## config.mk

```make
export PLATFORM = sky130hd
export DESIGN_NAME = display_frame_mux
export DESIGN_NICKNAME = d
export VERILOG_FILES = /design/src/rtl/display_frame_mux.sv
export SDC_FILE = /design/constraint.sdc
export NUM_CORES = 1
export LEC_CHECK = 0
export BUFFER_PORTS_ARGS = -buffer_cell sky130_fd_sc_hd__buf_2
export CAP_MARGIN = 20
export CORE_AREA = 2 2 144 146
export CTS_CLUSTER_DIAMETER = 120
export CTS_CLUSTER_SIZE = 25
export DETAILED_ROUTE_END_ITERATION = 12
export DIE_AREA = 0 0 146 148
export MAX_ROUTING_LAYER = met4
export SETUP_SLACK_MARGIN = 0.5
export SLEW_MARGIN = 20
export SYNTH_ARGS = -nofsm -noshare
export SYNTH_HDL_FRONTEND = slang
export SYNTH_SLANG_ARGS = --single-unit
```

## constraint.sdc

```tcl
create_clock -name clk -period 2.4 [get_ports clk]
set_input_delay 0.12 -clock clk [delete_from_list [all_inputs] [get_ports clk]]
set_output_delay 0.12 -clock clk [all_outputs]
set_load 0.01 [all_outputs]
```

## src/rtl/display_frame_mux.sv

```systemverilog
// Frame-synchronous display source selector: per-field mux of live/edit/prog data, registered per frame (optional BLINK_EN cursor blank).
// Latency: frame_start at cycle n -> disp_data, mode, mode_changed valid at n+1; outputs hold between frame_start pulses.
// Backpressure: none; frame_start is the only load qualifier and every pulse (including back-to-back) is honoured.
module display_frame_mux #(
    parameter int W            = 8,
    parameter int NF           = 11,
    parameter int NT           = 3,
    parameter int BLINK_PERIOD = 30
) (
    input  logic            clk,
    input  logic            reset,
    input  logic            escribe,
    input  logic            crono,
    input  logic            cr_activo,
    input  logic            frame_start,
    input  logic [NF*W-1:0] live_data,
    input  logic [NF*W-1:0] edit_data,
    input  logic [NF*W-1:0] prog_data,
    input  logic [7:0]      cursor,
    output logic [NF*W-1:0] disp_data,
    output logic [1:0]      mode,
    output logic            mode_changed
);

    typedef enum logic [1:0] {
        IDLE = 2'd0,
        EDIT = 2'd1,
        PROG = 2'd2,
        RUN  = 2'd3
    } mode_t;

    mode_t           state_q;
    mode_t           state_d;
    mode_t           req_mode;
    logic [NF*W-1:0] disp_d;

`ifdef BLINK_EN
    localparam int CW = (BLINK_PERIOD > 1) ? $clog2(BLINK_PERIOD) : 1;

    logic [CW-1:0] blink_cnt;
    logic          blink_phase;
    logic          blink_wrap;

    assign blink_wrap = (blink_cnt == CW'(BLINK_PERIOD - 1));

    // Phase used by a reload is the one registered before that frame_start.
    always_ff @(posedge clk) begin
        if (reset) begin
            blink_cnt   <= '0;
            blink_phase <= 1'b0;
        end else if (frame_start) begin
            blink_cnt <= blink_wrap ? '0 : blink_cnt + 1'b1;
            if (blink_wrap) begin
                blink_phase <= ~blink_phase;
            end
        end
    end
`else
    logic unused_cursor;
    assign unused_cursor = ^cursor;
`endif

    // Clock-field prog bits and timer-field edit bits never reach the display.
    logic unused_bits;
    assign unused_bits = ^{prog_data[(NF-NT)*W-1:0], edit_data[NF*W-1 -: NT*W]};

    always_comb begin
        req_mode = IDLE;
        if (escribe) begin
            req_mode = EDIT;
        end else if (crono) begin
            req_mode = PROG;
        end else if (cr_activo) begin
            req_mode = RUN;
        end

        state_d = state_q;
        if (frame_start) begin
            state_d = req_mode;
        end

        disp_d = '0;
        for (int i = 0; i < NF; i++) begin
            if (i >= NF - NT) begin
                case (state_d)
                    PROG:    disp_d[i*W +: W] = prog_data[i*W +: W];
                    RUN:     disp_d[i*W +: W] = live_data[i*W +: W];
                    default: disp_d[i*W +: W] = '0;
                endcase
            end else begin
                if (state_d == EDIT) begin
                    disp_d[i*W +: W] = edit_data[i*W +: W];
                end else begin
                    disp_d[i*W +: W] = live_data[i*W +: W];
                end
            end
`ifdef BLINK_EN
            if (blink_phase && (state_d == EDIT || state_d == PROG) && int'(cursor) == i) begin
                disp_d[i*W +: W] = '1;
            end
`endif
        end
    end

    always_ff @(posedge clk) begin
        if (reset) begin
            state_q <= IDLE;
        end else begin
            state_q <= state_d;
        end
    end

    always_ff @(posedge clk) begin
        if (reset) begin
            disp_data    <= '0;
            mode_changed <= 1'b0;
        end else if (frame_start) begin
            disp_data    <= disp_d;
            mode_changed <= (state_d != state_q);
        end else begin
            mode_changed <= 1'b0;
        end
    end

    assign mode = state_q;

endmodule

```

==> metrics.log, run 1 <==
[metrics] number of synthesized flops with an enable pin: 0
[metrics] worst-path cell with the longest stage delay: sky130_fd_sc_hd__nor2b_2
[metrics] starting utilization of the core area: 20.5%
[metrics] outcome: completed
[metrics] fraction of layout cells with a size suffix above 1: 48.9%
[metrics] combinational fraction of design power: 17.7%
[metrics] via-per-instance ratio: 4.20
[metrics] global routing usage summed across all routing layers: 11.3%
[metrics] Seq pwr share: 43.7%
[metrics] later-pin clock latency in the skew report: 0.34 ns
[metrics] Synth top area share: 44.4%
[metrics] half-perimeter wire length after detailed placement: 8990 um
[metrics] critical register-to-register path endpoint: mode_changed
[metrics] data arrival time of the worst path: 1.52 ns
[metrics] most frequently used flop master after synthesis: sky130_fd_sc_hd__dfxtp_1
[metrics] synthesized instance count: 408
[metrics] Internal Dissipation: 2.81 mW
[metrics] top cells by area in the synthesized netlist: sky130_fd_sc_hd__dfxtp_1 (44%), sky130_fd_sc_hd__mux2i_1 (16%), sky130_fd_sc_hd__a211oi_1 (12%), sky130_fd_sc_hd__nor2_1 (8.1%), sky130_fd_sc_hd__a221oi_2 (4.8%)
[metrics] post-cts sizing count: 0
[metrics] I/O pin cnt: 369
[metrics] final standard cell utilization of the core: 29.8%
[metrics] global route total overflow: 0
[metrics] wire length reported by the detailed router: 12,100 um
[metrics] flop2flop setup slack: 1.19 ns
[metrics] overall power: 3.80 mW
[metrics] net count of the mapped netlist: 686
[metrics] Yosys warning count: 0
[metrics] number of antenna violations at the first check in global routing: 0
[metrics] top cells by instance count after synthesis: sky130_fd_sc_hd__dfxtp_1 (91), sky130_fd_sc_hd__nor2_1 (89), sky130_fd_sc_hd__a211oi_1 (64), sky130_fd_sc_hd__mux2i_1 (64), sky130_fd_sc_hd__clkbuf_1 (17)
[metrics] worst r2r path cells: 3
[metrics] RSZ-0062 raised after global routing: false
[metrics] first element of the critical path: crono
[metrics] clock slew seen by the registers of the worst setup and hold paths: 0.06 ns
[metrics] wire length of the first global-routing pass: 18,900 um
[metrics] share of the yosys chip area belonging to registers: 44.4%
[metrics] Fin Setup TNS: 0 ns
[metrics] row count: 52
[metrics] die area: 21,600 sq um
[metrics] NumNets Final: 935
[metrics] number of instances on the worst hold path: 3
[metrics] kind of cell with the highest combined delay on the critical path: simple AND/OR/NAND/NOR gates
[metrics] maximum VDD drop: 0.304 mV
[metrics] Async SR Flop Fraction: 0%
[metrics] antenna viol nets, final: 0
[metrics] post-placement worst setup slack: 0.762 ns
[metrics] die outline width: 146 um
[metrics] hold path endpoint: disp_data[65]
[metrics] number of CTS-inserted buffers: 9
[metrics] highest attainable clock frequency: 791 MHz
[metrics] Worst-Margin Slew: 0.958 ns
[metrics] area overhead of the layout relative to synthesis: 45.8%
[metrics] post-synthesis instance area: 4100 sq um
[metrics] final non-filler cell total: 932
[metrics] Unique masters post-synth: 30
[metrics] path class of the lowest-slack min-delay path: in2reg
[metrics] mean post-synth cell area: 10.1 sq um
[metrics] worst path required time: 2.66 ns
[metrics] number of DRC markers after the initial detailed-route iteration: 118
[metrics] max-cap violations: 0
[metrics] Leakage: 2.90 nW
[metrics] number of setup violations in the final report: 0
[metrics] top sig layer: met4
[metrics] R2R Path Start: mode[0]
[metrics] final worst-path cycle share: 52.7%
[metrics] max incr delay on CP: 0.81 ns
[metrics] count of final hold-check violations: 0
[metrics] M1 WL: 4880 um
[metrics] switching share of power: 26.2%
[metrics] power density cells: 636 nW/um^2
[metrics] via count of the first global-routing pass: 3,706
[metrics] CP Class: in2reg
[metrics] switching power total: 996 uW
[metrics] length of routed met3 wiring: 888 um
[metrics] list of cells traversed by the critical path: buf_2 -> nor2b_2 -> a221oi_1 -> nor3_1
[metrics] min setup slack post-route: 1.14 ns
[metrics] flip-flop and latch count after synthesis: 91
[metrics] met2 layer wire length in the routed design: 6170 um
[metrics] Avg WL per Cell: 13.0 um
[metrics] worst path buffer plus inverter count: 1
[metrics] post-route minimum period: 1.26 ns
[metrics] core area: 20,000 sq um
[metrics] total DRC errors in the routed layout: 0
[metrics] post-place instance area: 5660 sq um
[metrics] Max transition margin: 35.9%
[metrics] floorplan die height: 148 um
[metrics] CTS H-tree lvls: 3
[metrics] Root Buffer Master: sky130_fd_sc_hd__clkbuf_16
[metrics] setup skew after layout: 0.000350 ns
[metrics] count of clock tree sinks: 91
[metrics] via count: 3,912
[metrics] sort of element at the end of the critical path: flop
[metrics] GP Congestion: 0.679
[metrics] critical path fanouts, max: 17
[metrics] hold wc startpoint: prog_data[65]
[metrics] fraction of power consumed by the clock network: 38.5%
[metrics] final std cell area, no fill: 5980 sq um
[metrics] input/output buffers: 272
[metrics] Pins Over Slew Limit: 0
[metrics] largest net degree at the start of global routing: 94
[metrics] most repeated cell in the gate-level netlist after synthesis: sky130_fd_sc_hd__dfxtp_1
[metrics] detailed-router iteration count before antenna repair: 4
[metrics] top cell type by total area after synthesis: sky130_fd_sc_hd__dfxtp_1
[metrics] count of antenna diodes in the layout: 0
[metrics] TritonCTS clock tree: yes
[metrics] hold slack: 0.0233 ns
[metrics] Setup crit start kind: input pin
[metrics] cell count after placement: 915
[metrics] largest buffer count on any clock path: 2
area by class of cell:
cell class	count	area (sq um)
fill	2168	14100
multi-input combinational	272	2020
sequential	91	1820
timing repair buffer	281	1480
tap	270	338
clock buffer	11	253
clock inverter	5	60.1
inverter	2	7.51
logic make-up (layout without fill, tap and decap cells):
family	Yosys count	count (layout)	synth area share, %
buffers and inverters	45	299	6.32
muxes	64	64	15.6
AOI/OAI and AO/OA	92	92	19.7
and+or+nand+nor	116	116	13.9
DFF	91	91	44.4
power groups by stage:
| stage | registers, mW | clock network (mW) | logic [mW] |
|---|---|---|---|
| finish | 1.66 | 1.47 | 0.674 |
| global placement | 1.69 | 0 | 0.681 |
| detailed placement | 1.70 | 0 | 0.688 |
| floorplan | 1.75 | 0 | 0.315 |
| global route | 1.68 | 1.59 | 0.747 |
| CTS | 1.66 | 1.54 | 0.691 |
worst reg2reg max path, cell delays in order (launching register included):
cell	delay [ns]
sky130_fd_sc_hd__dfxtp_1	0.34
sky130_fd_sc_hd__or4_1	0.47
sky130_fd_sc_hd__a31oi_1	0.17
sky130_fd_sc_hd__nor4_1	0.08
cells in the final DEF (no fill, tap or decap), drive strengths merged:
master	n
a211oi	64
a21oi	1
a221oi	17
a222oi	7
a311oi	1
a31oi	1
and3b	1
buf	280
bufinv	1
clkbuf	11
clkinv	2
clkinvlp	1
dfxtp	91
dlygate4sd3	1
inv	3
mux2i	64
nand2	1
nand2b	1
nand3b	1
nand4b	1
nor2	89
nor2b	1
nor3	17
nor3b	1
nor4	1
nor4bb	1
o211ai	1
or4	1
state kept, by name, summed over array words and instances, names as in the netlist:
register and cells:
mode 2, disp_data 88, mode_changed 1
routing by layer:
| layer | vias up | GRT usage [%] |
|---|---|---|
| li1 | 2002 | - |
| met1 | 1731 | 12.2 |
| met2 | 169 | 20.4 |
| met3 | 10 | 3.02 |
| met4 | 0 | 3.35 |
| met5 | - | - |
worst max-delay path by stage:
stage / end / cells after the start / slack (ns)
global route: disp_data[73] / 4 / 0.97
global placement: disp_data[73] / 4 / 0.78
floorplan: mode_changed / 3 / 1.25
CTS: disp_data[73] / 4 / 1.13
finish: disp_data[74] / 4 / 1.14
detailed placement: disp_data[73] / 4 / 0.76
repair_timing:
action / CTS / global route
setup buffers: 0 / 0
hold buffers: 1 / 0
hold endpoints to repair: 1 / 0
(Power assumes the default switching activity.)
==> inputs of run 2 (changes only) <==
--- a/config.mk
+++ b/config.mk
@@ -7,11 +7,11 @@
 export LEC_CHECK = 0
 export BUFFER_PORTS_ARGS = -buffer_cell sky130_fd_sc_hd__buf_2
 export CAP_MARGIN = 20
-export CORE_AREA = 2 2 144 146
+export CORE_AREA = 2 2 143 145
 export CTS_CLUSTER_DIAMETER = 120
 export CTS_CLUSTER_SIZE = 25
 export DETAILED_ROUTE_END_ITERATION = 12
-export DIE_AREA = 0 0 146 148
+export DIE_AREA = 0 0 145 147
 export MAX_ROUTING_LAYER = met4
 export SETUP_SLACK_MARGIN = 0.5
 export SLEW_MARGIN = 20
==> constraint.sdc (replaced) <==
create_clock -name clk -period 1.1 [get_ports clk]
set_input_delay 0.055 -clock clk [delete_from_list [all_inputs] [get_ports clk]]
set_output_delay 0.055 -clock clk [all_outputs]
set_load 0.01 [all_outputs]
==> run 2 against run 1 <==
Compared with the run above: the run now ends with hold timing, setup timing left; die area decreased by 1.4%; register-to-register slack worse by 1.2 ns; critical endpoint is now mode_changed; largest cell class is now buffers; global-route usage rose by 2.6 points; sequential share of layout area is 6.6 points lower; clock-buffer cell count is 1 lower; cell count grew 5.6%.
==> metrics.log, run 2 (synthesized netlist as in run 1, its figures left out) <==
[metrics] Root Buffer Master: sky130_fd_sc_hd__clkbuf_16 (unchanged)
[metrics] number of instances on the worst hold path: 3 (unchanged)
[metrics] Max transition margin: 80.5% (was 35.9%)
[metrics] total DRC errors in the routed layout: 0 (unchanged)
[metrics] highest attainable clock frequency: 898 MHz
[metrics] count of final hold-check violations: 10 (was 0)
[metrics] commonest cells after routing, fill and taps aside: sky130_fd_sc_hd__buf_2 (177), sky130_fd_sc_hd__buf_6 (113), sky130_fd_sc_hd__dfxtp_2 (87) (was sky130_fd_sc_hd__buf_2 (269), sky130_fd_sc_hd__dfxtp_1 (91), sky130_fd_sc_hd__nor2_1 (89))
[metrics] die area: 21,300 sq um (was 21,600 sq um)
[metrics] half-perimeter wire length after detailed placement: 9540 um (was 8990 um)
[metrics] via count: 4,318 (was 3,912)
[metrics] critical register-to-register path endpoint: mode_changed (unchanged)
[metrics] count of clock tree sinks: 91 (unchanged)
[metrics] TritonCTS clock tree: yes (unchanged)
[metrics] critical path fanouts, max: 2 (was 17)
[metrics] floorplan die height: 147 um (was 148 um)
[metrics] later-pin clock latency in the skew report: 0.34 ns (about the same)
[metrics] wire length of the first global-routing pass: 22,700 um (was 18,900 um)
[metrics] Fill cells: 1,836 (was 2,168)
[metrics] worst path required time: 1.32 ns (was 2.66 ns)
[metrics] R2R Path Start: mode[0] (unchanged)
[metrics] number of antenna violations at the first check in global routing: 0 (unchanged)
[metrics] antenna viol nets, final: 0 (unchanged)
[metrics] power density cells: 1150 nW/um^2 (was 636 nW/um^2)
[metrics] core area: 19,800 sq um (was 20,000 sq um)
[metrics] CP Class: reg2reg (was in2reg)
[metrics] path class of the lowest-slack min-delay path: in2reg (unchanged)
[metrics] GP Congestion: 0.762 (was 0.679)
[metrics] number of flip-flops in the largest register: 88 (unchanged)
[metrics] global route total overflow: 0 (unchanged)
[metrics] area overhead of the layout relative to synthesis: 98.1% (was 45.8%)
[metrics] hold wc startpoint: prog_data[78] (was prog_data[65])
[metrics] row count: 52 (unchanged)
[metrics] starting utilization of the core area: 20.7% (was 20.5%)
[metrics] final standard cell utilization of the core: 41.0% (was 29.8%)
[metrics] number of DRC markers after the initial detailed-route iteration: 164 (was 118)
[metrics] NumNets Final: 987 (was 935)
[metrics] CTS H-tree lvls: 3 (unchanged)
[metrics] Pins Over Slew Limit: 0 (unchanged)
[metrics] violated checks: hold timing, setup timing
[metrics] Worst-Margin Slew: 0.293 ns (was 0.958 ns)
[metrics] wire length reported by the detailed router: 15,200 um (was 12,100 um)
[metrics] largest net degree at the start of global routing: 37 (was 94)
[metrics] hold slack: -0.0428 ns (was 0.0233 ns)
[metrics] post-route minimum period: 1.11 ns
[metrics] max-cap violations: 0 (unchanged)
[metrics] Leakage: 3.48 nW (was 2.90 nW)
[metrics] largest buffer count on any clock path: 2 (unchanged)
[metrics] count of antenna diodes in the layout: 0 (unchanged)
[metrics] input/output buffers: 272 (unchanged)
[metrics] die outline width: 145 um (was 146 um)
[metrics] I/O pin cnt: 369 (unchanged)
[metrics] hold path endpoint: disp_data[78] (was disp_data[65])
[metrics] number of CTS-inserted buffers: 9 (unchanged)
[metrics] data arrival time of the worst path: 1.33 ns (was 1.52 ns)
[metrics] fraction of layout cells with a size suffix above 1: 76.6% (was 48.9%)
[metrics] Top reg by flops: disp_data (unchanged)
[metrics] leading cell type in the layout, fill and taps excluded: sky130_fd_sc_hd__buf_2 (unchanged)
[metrics] via-per-instance ratio: 4.39 (was 4.20)
[metrics] maximum VDD drop: 0.631 mV (was 0.304 mV)
[metrics] Setup crit start kind: flop (was input pin)
[metrics] outcome: complete, but fails checks (was completed)
[metrics] RSZ-0062 raised after global routing: true (was false)
[metrics] sort of element at the end of the critical path: flop (unchanged)
[metrics] number of setup violations in the final report: 1 (was 0)
[metrics] final worst-path cycle share: 101%
[metrics] post-placement worst setup slack: -0.0368 ns (was 0.762 ns)
[metrics] setup skew after layout: 0.000214 ns (was 0.000350 ns)
[metrics] Avg WL per Cell: 15.5 um (was 13.0 um)
[metrics] min setup slack post-route: -0.0136 ns (was 1.14 ns)
[metrics] global routing usage summed across all routing layers: 13.9% (was 11.3%)
[metrics] detailed-router iteration count before antenna repair: 5 (was 4)
[metrics] via count of the first global-routing pass: 4,364 (was 3,706)
[metrics] worst r2r path cells: 3 (unchanged)
[metrics] clock slew seen by the registers of the worst setup and hold paths: 0.06 ns (about the same)
[metrics] flop2flop setup slack: -0.01 ns (was 1.19 ns)
## run 2: cell types whose count changed in the layout (fill, tap and decap cells not counted), moves of 17 or more
cell,delta
sky130_fd_sc_hd__dfxtp_1,-89
sky130_fd_sc_hd__mux2i_1,-25
sky130_fd_sc_hd__a211oi_1,-26
sky130_fd_sc_hd__dfxtp_2,+87
sky130_fd_sc_hd__buf_2,-92
sky130_fd_sc_hd__nor2_2,+17
sky130_fd_sc_hd__mux2i_2,+19
sky130_fd_sc_hd__buf_6,+113
sky130_fd_sc_hd__a211oi_2,+26
sky130_fd_sc_hd__nor2_1,-24
## run 2: worst max path at each step
stage / from / to / slack [ns] / cells past startpoint
floorplan: mode[0] / mode_changed / 0.02 / 3
global placement: mode[0] / mode_changed / -0.007 / 3
detailed placement: escribe / disp_data[74] / -0.04 / 5
CTS: mode[0] / mode_changed / -0.02 / 3
global route: mode[0] / mode_changed / -0.06 / 3
finish: mode[0] / mode_changed / -0.01 / 3
## run 2: timing repair
item | in CTS | in global routing
setup buffers | 12 | 12
gates cloned | 9 | 1
hold endpoints to repair | 23 | 7
resized for setup | 256 | 88
pin swaps | 79 | 36
setup endpoints to repair | 182 | 182
## run 2: worst max-delay path, cell delays in order, from the launching register on
cell	delay, ns
sky130_fd_sc_hd__dfxtp_4	0.34
sky130_fd_sc_hd__or4_1	0.46
sky130_fd_sc_hd__a31oi_1	0.14
sky130_fd_sc_hd__nor4_1	0.06
## run 2: area by class of cell
class                   instances  area (sq um)  area share, %
clock buffers                  10           229           2.82
clock inverters                 6          65.1          0.801
inverters                       2          7.51         0.0924
multi-input cells             272          2590           31.8
flip-flops and latches         91          1940           23.8
well taps                     270           338           4.16
repair buffers                333          2960           36.4
## run 2: per-layer routing
layer	part of all wire [%]	track usage, %	up-vias
met5	0	-	-
met4	2.0	4.85	0
met3	5.7	2.86	25
met2	50	24.1	192
li1	-	-	2127
met1	42	16.1	1974
## run 2: report_power, final
part           switching (mW)  total, mW  internal (mW)  leakage (nW)
clock                    1.36       3.13           1.77         0.143
combinational            1.04       2.43           1.40          2.56
sequential              0.175       3.74           3.57         0.783
## run 2: stage by stage
stage	total power [mW]	std cells	area (sq um)	setup TNS (ns)	hold WS, ns
after global placement	5.29	934	5930	-0.0138	0.298
after detailed placement	5.31	934	5930	-0.0887	0.308
final	9.31	984	8130	-0.0136	-0.0428
after floorplan	4.55	408	4220	0	0.205
after global routing	9.75	984	8130	-0.0728	-0.0336
after CTS	9.21	971	7620	-0.0188	-0.0619
==> inputs of run 3 (changes only) <==
--- a/config.mk
+++ b/config.mk
@@ -13,6 +13,7 @@
 export DETAILED_ROUTE_END_ITERATION = 12
 export DIE_AREA = 0 0 145 147
 export MAX_ROUTING_LAYER = met4
+export PLACE_DENSITY = 0.52
 export SETUP_SLACK_MARGIN = 0.5
 export SLEW_MARGIN = 20
 export SYNTH_ARGS = -nofsm -noshare
==> constraint.sdc (replaced) <==
create_clock -name clk -period 1 [get_ports clk]
set_input_delay 0.05 -clock clk [delete_from_list [all_inputs] [get_ports clk]]
set_output_delay 0.05 -clock clk [all_outputs]
set_load 0.01 [all_outputs]
==> run 3 against run 2 <==
Compared with the run above: the run still ends with hold timing, setup timing left; sequential share of layout area up 0.83 points; non-clock buffer count unchanged; critical path type unchanged; fmax down 0.76%; combinational power up 3%; setup slack worse by 0.11 ns; highest routed layer unchanged; design area down 3.5%; clock-buffer cell count up 2.
==> metrics.log, run 3 (synthesized netlist as in run 1, its figures left out) <==
[metrics] worst path required time: 1.22 ns (was 1.32 ns)
[metrics] count of clock tree sinks: 91 (unchanged)
[metrics] final std cell area, no fill: 7840 sq um (was 8130 sq um)
[metrics] row count: 52 (unchanged)
[metrics] Internal Dissipation: 7.36 mW (was 6.73 mW)
[metrics] RSZ-0062 raised after global routing: true (unchanged)
[metrics] hold wc startpoint: prog_data[69] (was prog_data[78])
[metrics] die outline width: 145 um (unchanged)
[metrics] cell count after placement: 938 (was 934)
[metrics] switching share of power: 27.0% (was 27.7%)
[metrics] GP Congestion: 0.743 (was 0.762)
[metrics] CTS H-tree lvls: 3 (unchanged)
[metrics] data arrival time of the worst path: 1.35 ns (was 1.33 ns)
[metrics] global routing usage summed across all routing layers: 13.0% (was 13.9%)
[metrics] Max transition margin: 78.4% (was 80.5%)
[metrics] count of antenna diodes in the layout: 0 (unchanged)
[metrics] floorplan die height: 147 um (unchanged)
[metrics] via count of the first global-routing pass: 4,129 (was 4,364)
[metrics] antenna viol nets, final: 0 (unchanged)
[metrics] leading cell type in the layout, fill and taps excluded: sky130_fd_sc_hd__buf_2 (unchanged)
[metrics] core area: 19,800 sq um (unchanged)
[metrics] I/O pin cnt: 369 (unchanged)
[metrics] fraction of power consumed by the clock network: 34.2% (was 33.6%)
[metrics] number of setup violations in the final report: 2 (was 1)
[metrics] power density cells: 1290 nW/um^2 (was 1150 nW/um^2)
[metrics] number of antenna violations at the first check in global routing: 0 (unchanged)
[metrics] Avg WL per Cell: 14.5 um (was 15.5 um)
[metrics] global-route met3 utilization: 3.91% (was 2.86%)
[metrics] fraction of layout cells with a size suffix above 1: 78.3% (was 76.6%)
[metrics] detailed-router iteration count before antenna repair: 4 (was 5)
[metrics] switching power total: 2.72 mW (was 2.58 mW)
[metrics] met1 usage in global routing: 15.5% (was 16.1%)
[metrics] Root Buffer Master: sky130_fd_sc_hd__clkbuf_16 (unchanged)
[metrics] final worst-path cycle share: 112% (was 101%)
[metrics] R2R Path Start: mode[0] (unchanged)
[metrics] clock slew seen by the registers of the worst setup and hold paths: 0.06 ns (about the same)
[metrics] Sequential Area: 1930 sq um (was 1940 sq um)
[metrics] die area: 21,300 sq um (unchanged)
[metrics] Top reg by flops: disp_data (unchanged)
[metrics] peak-usage layer in the global routing report: met2 (unchanged)
[metrics] max incr delay on CP: 0.47 ns (was 0.46 ns)
[metrics] Pins Over Slew Limit: 0 (unchanged)
[metrics] violated checks: hold timing, setup timing (unchanged)
[metrics] Setup crit start kind: flop (unchanged)
[metrics] via count: 4,256 (was 4,318)
[metrics] GR met2 Demand/Resource: 21.5% (was 24.1%)
[metrics] setup skew after layout: 0.000146 ns (was 0.000214 ns)
[metrics] Leakage: 3.43 nW (was 3.48 nW)
[metrics] post-route minimum period: 1.12 ns (was 1.11 ns)
[metrics] worst-path cell with the longest stage delay: sky130_fd_sc_hd__or4_1 (unchanged)
[metrics] commonest cells after routing, fill and taps aside: sky130_fd_sc_hd__buf_2 (177), sky130_fd_sc_hd__buf_6 (112), sky130_fd_sc_hd__dfxtp_2 (90) (was sky130_fd_sc_hd__buf_2 (177), sky130_fd_sc_hd__buf_6 (113), sky130_fd_sc_hd__dfxtp_2 (87))
[metrics] post-placement worst setup slack: -0.0939 ns (was -0.0368 ns)
[metrics] count of final hold-check violations: 15 (was 10)
[metrics] outcome: complete, but fails checks (unchanged)
[metrics] combinational fraction of design power: 24.8% (was 26.1%)
[metrics] area taken by multi-input logic gates: 2510 sq um (was 2590 sq um)
[metrics] area overhead of the layout relative to synthesis: 91.1% (was 98.1%)
[metrics] post-place instance area: 5930 sq um (about the same)
[metrics] TritonCTS clock tree: yes (unchanged)
[metrics] via-per-instance ratio: 4.33 (was 4.39)
[metrics] number of CTS-inserted buffers: 9 (unchanged)
[metrics] half-perimeter wire length after detailed placement: 9520 um (was 9540 um)
[metrics] input/output buffers: 272 (unchanged)
[metrics] global route total overflow: 0 (unchanged)
[metrics] Seq pwr share: 41.0% (was 40.2%)
[metrics] sort of element at the end of the critical path: flop (unchanged)
[metrics] Worst-Margin Slew: 0.324 ns (was 0.293 ns)
[metrics] path class of the lowest-slack min-delay path: in2reg (unchanged)
[metrics] NumNets Final: 987 (unchanged)
[metrics] CP Class: reg2reg (unchanged)
[metrics] hold slack: -0.0464 ns (was -0.0428 ns)
[metrics] highest attainable clock frequency: 891 MHz (was 898 MHz)
[metrics] starting utilization of the core area: 20.7% (unchanged)
[metrics] first element of the critical path: mode[0] (unchanged)
[metrics] wire length of the first global-routing pass: 21,400 um (was 22,700 um)
[metrics] number of flip-flops in the largest register: 88 (unchanged)
[metrics] maximum VDD drop: 0.963 mV (was 0.631 mV)
[metrics] later-pin clock latency in the skew report: 0.34 ns (about the same)
[metrics] largest buffer count on any clock path: 2 (unchanged)
[metrics] final non-filler cell total: 984 (unchanged)
[metrics] wire length reported by the detailed router: 14,300 um (was 15,200 um)
[metrics] total DRC errors in the routed layout: 0 (unchanged)
[metrics] largest net degree at the start of global routing: 50 (was 37)
[metrics] min setup slack post-route: -0.122 ns (was -0.0136 ns)
[metrics] number of DRC markers after the initial detailed-route iteration: 110 (was 164)
[metrics] Fill cells: 1,929 (was 1,836)
[metrics] critical path fanouts, max: 2 (unchanged)
[metrics] list of cells traversed by the critical path: or4_1 -> a31oi_1 -> nor4_1 (unchanged)
[metrics] overall power: 10.1 mW (was 9.31 mW)
[metrics] max-cap violations: 0 (unchanged)
[run 3: cell count changes in the layout (fill, tap and decap cells not counted), moves of 7 or more]
cell                       before  now
sky130_fd_sc_hd__nor2_1        65   48
sky130_fd_sc_hd__a211oi_1      38   28
sky130_fd_sc_hd__mux2i_1       39   53
sky130_fd_sc_hd__a211oi_2      26   36
sky130_fd_sc_hd__mux2i_2       19   10
sky130_fd_sc_hd__nor2_2        17   31
sky130_fd_sc_hd__a221oi_4      14    7
sky130_fd_sc_hd__buf_4         12   24
sky130_fd_sc_hd__buf_16        15    5
sky130_fd_sc_hd__a221oi_2       3   10
[run 3: final cells by class]
cell class	count	share of cell area [%]
clock buffer	12	3.14
sequential	91	24.7
inverter	2	0.0958
tap	270	4.31
clock inverter	4	0.638
timing repair buffer	333	35.1
multi-input combinational	272	32.1
[run 3: worst paths after layout]
check | end | slack, ns | depth (start not counted)
setup / recovery | mode_changed | -0.12 | 3
hold / removal | disp_data[69] | -0.05 | 3
setup reg to reg | mode_changed | -0.12 | 3
hold reg to reg | disp_data[60] | 0.47 | 2
[run 3: power groups by stage]
| stage | Clock (mW) | Sequential (mW) | Combinational (mW) |
|---|---|---|---|
| 2_1_floorplan | 0 | 4.20 | 0.803 |
| 3_3_place_gp | 0 | 4.07 | 1.77 |
| 3_5_place_dp | 0 | 4.07 | 1.77 |
| 4_1_cts | 3.59 | 4.10 | 2.19 |
| 5_1_grt | 3.74 | 4.16 | 2.68 |
| 6_report | 3.45 | 4.13 | 2.50 |
[run 3: what timing repair did]
| item | 4_1_cts | 5_1_grt |
|---|---|---|
| gates resized for setup | 211 | 115 |
| setup endpoints to repair | 182 | 182 |
| endpoints found under the hold margin | 22 | 15 |
| cloned | 4 | 2 |
| pin swaps | 77 | 10 |
| buffers inserted | 7 | 17 |
[run 3: routing by layer]
metal  wire [um]  share of wire [%]
met1        6260                 44
met2        6920                 49
met3         824                5.8
met4         244                1.7
met5           0                  0
[run 3: critical path, delay by kind of cell (launching register included)]
family	cells	cell delay (ns)
AND/OR/NAND/NOR	2	0.53
flip-flops	1	0.31
AO/OA/AOI/OAI	1	0.17
[run 3: through the flow]
step,util [%],TNS [ns]
final,39.5,-0.172
after detailed placement,29.9,-2.65
after global routing,39.5,-0.321
after CTS,36.4,-0.174
after floorplan,-,-0.0846
after global placement,29.9,-2.07
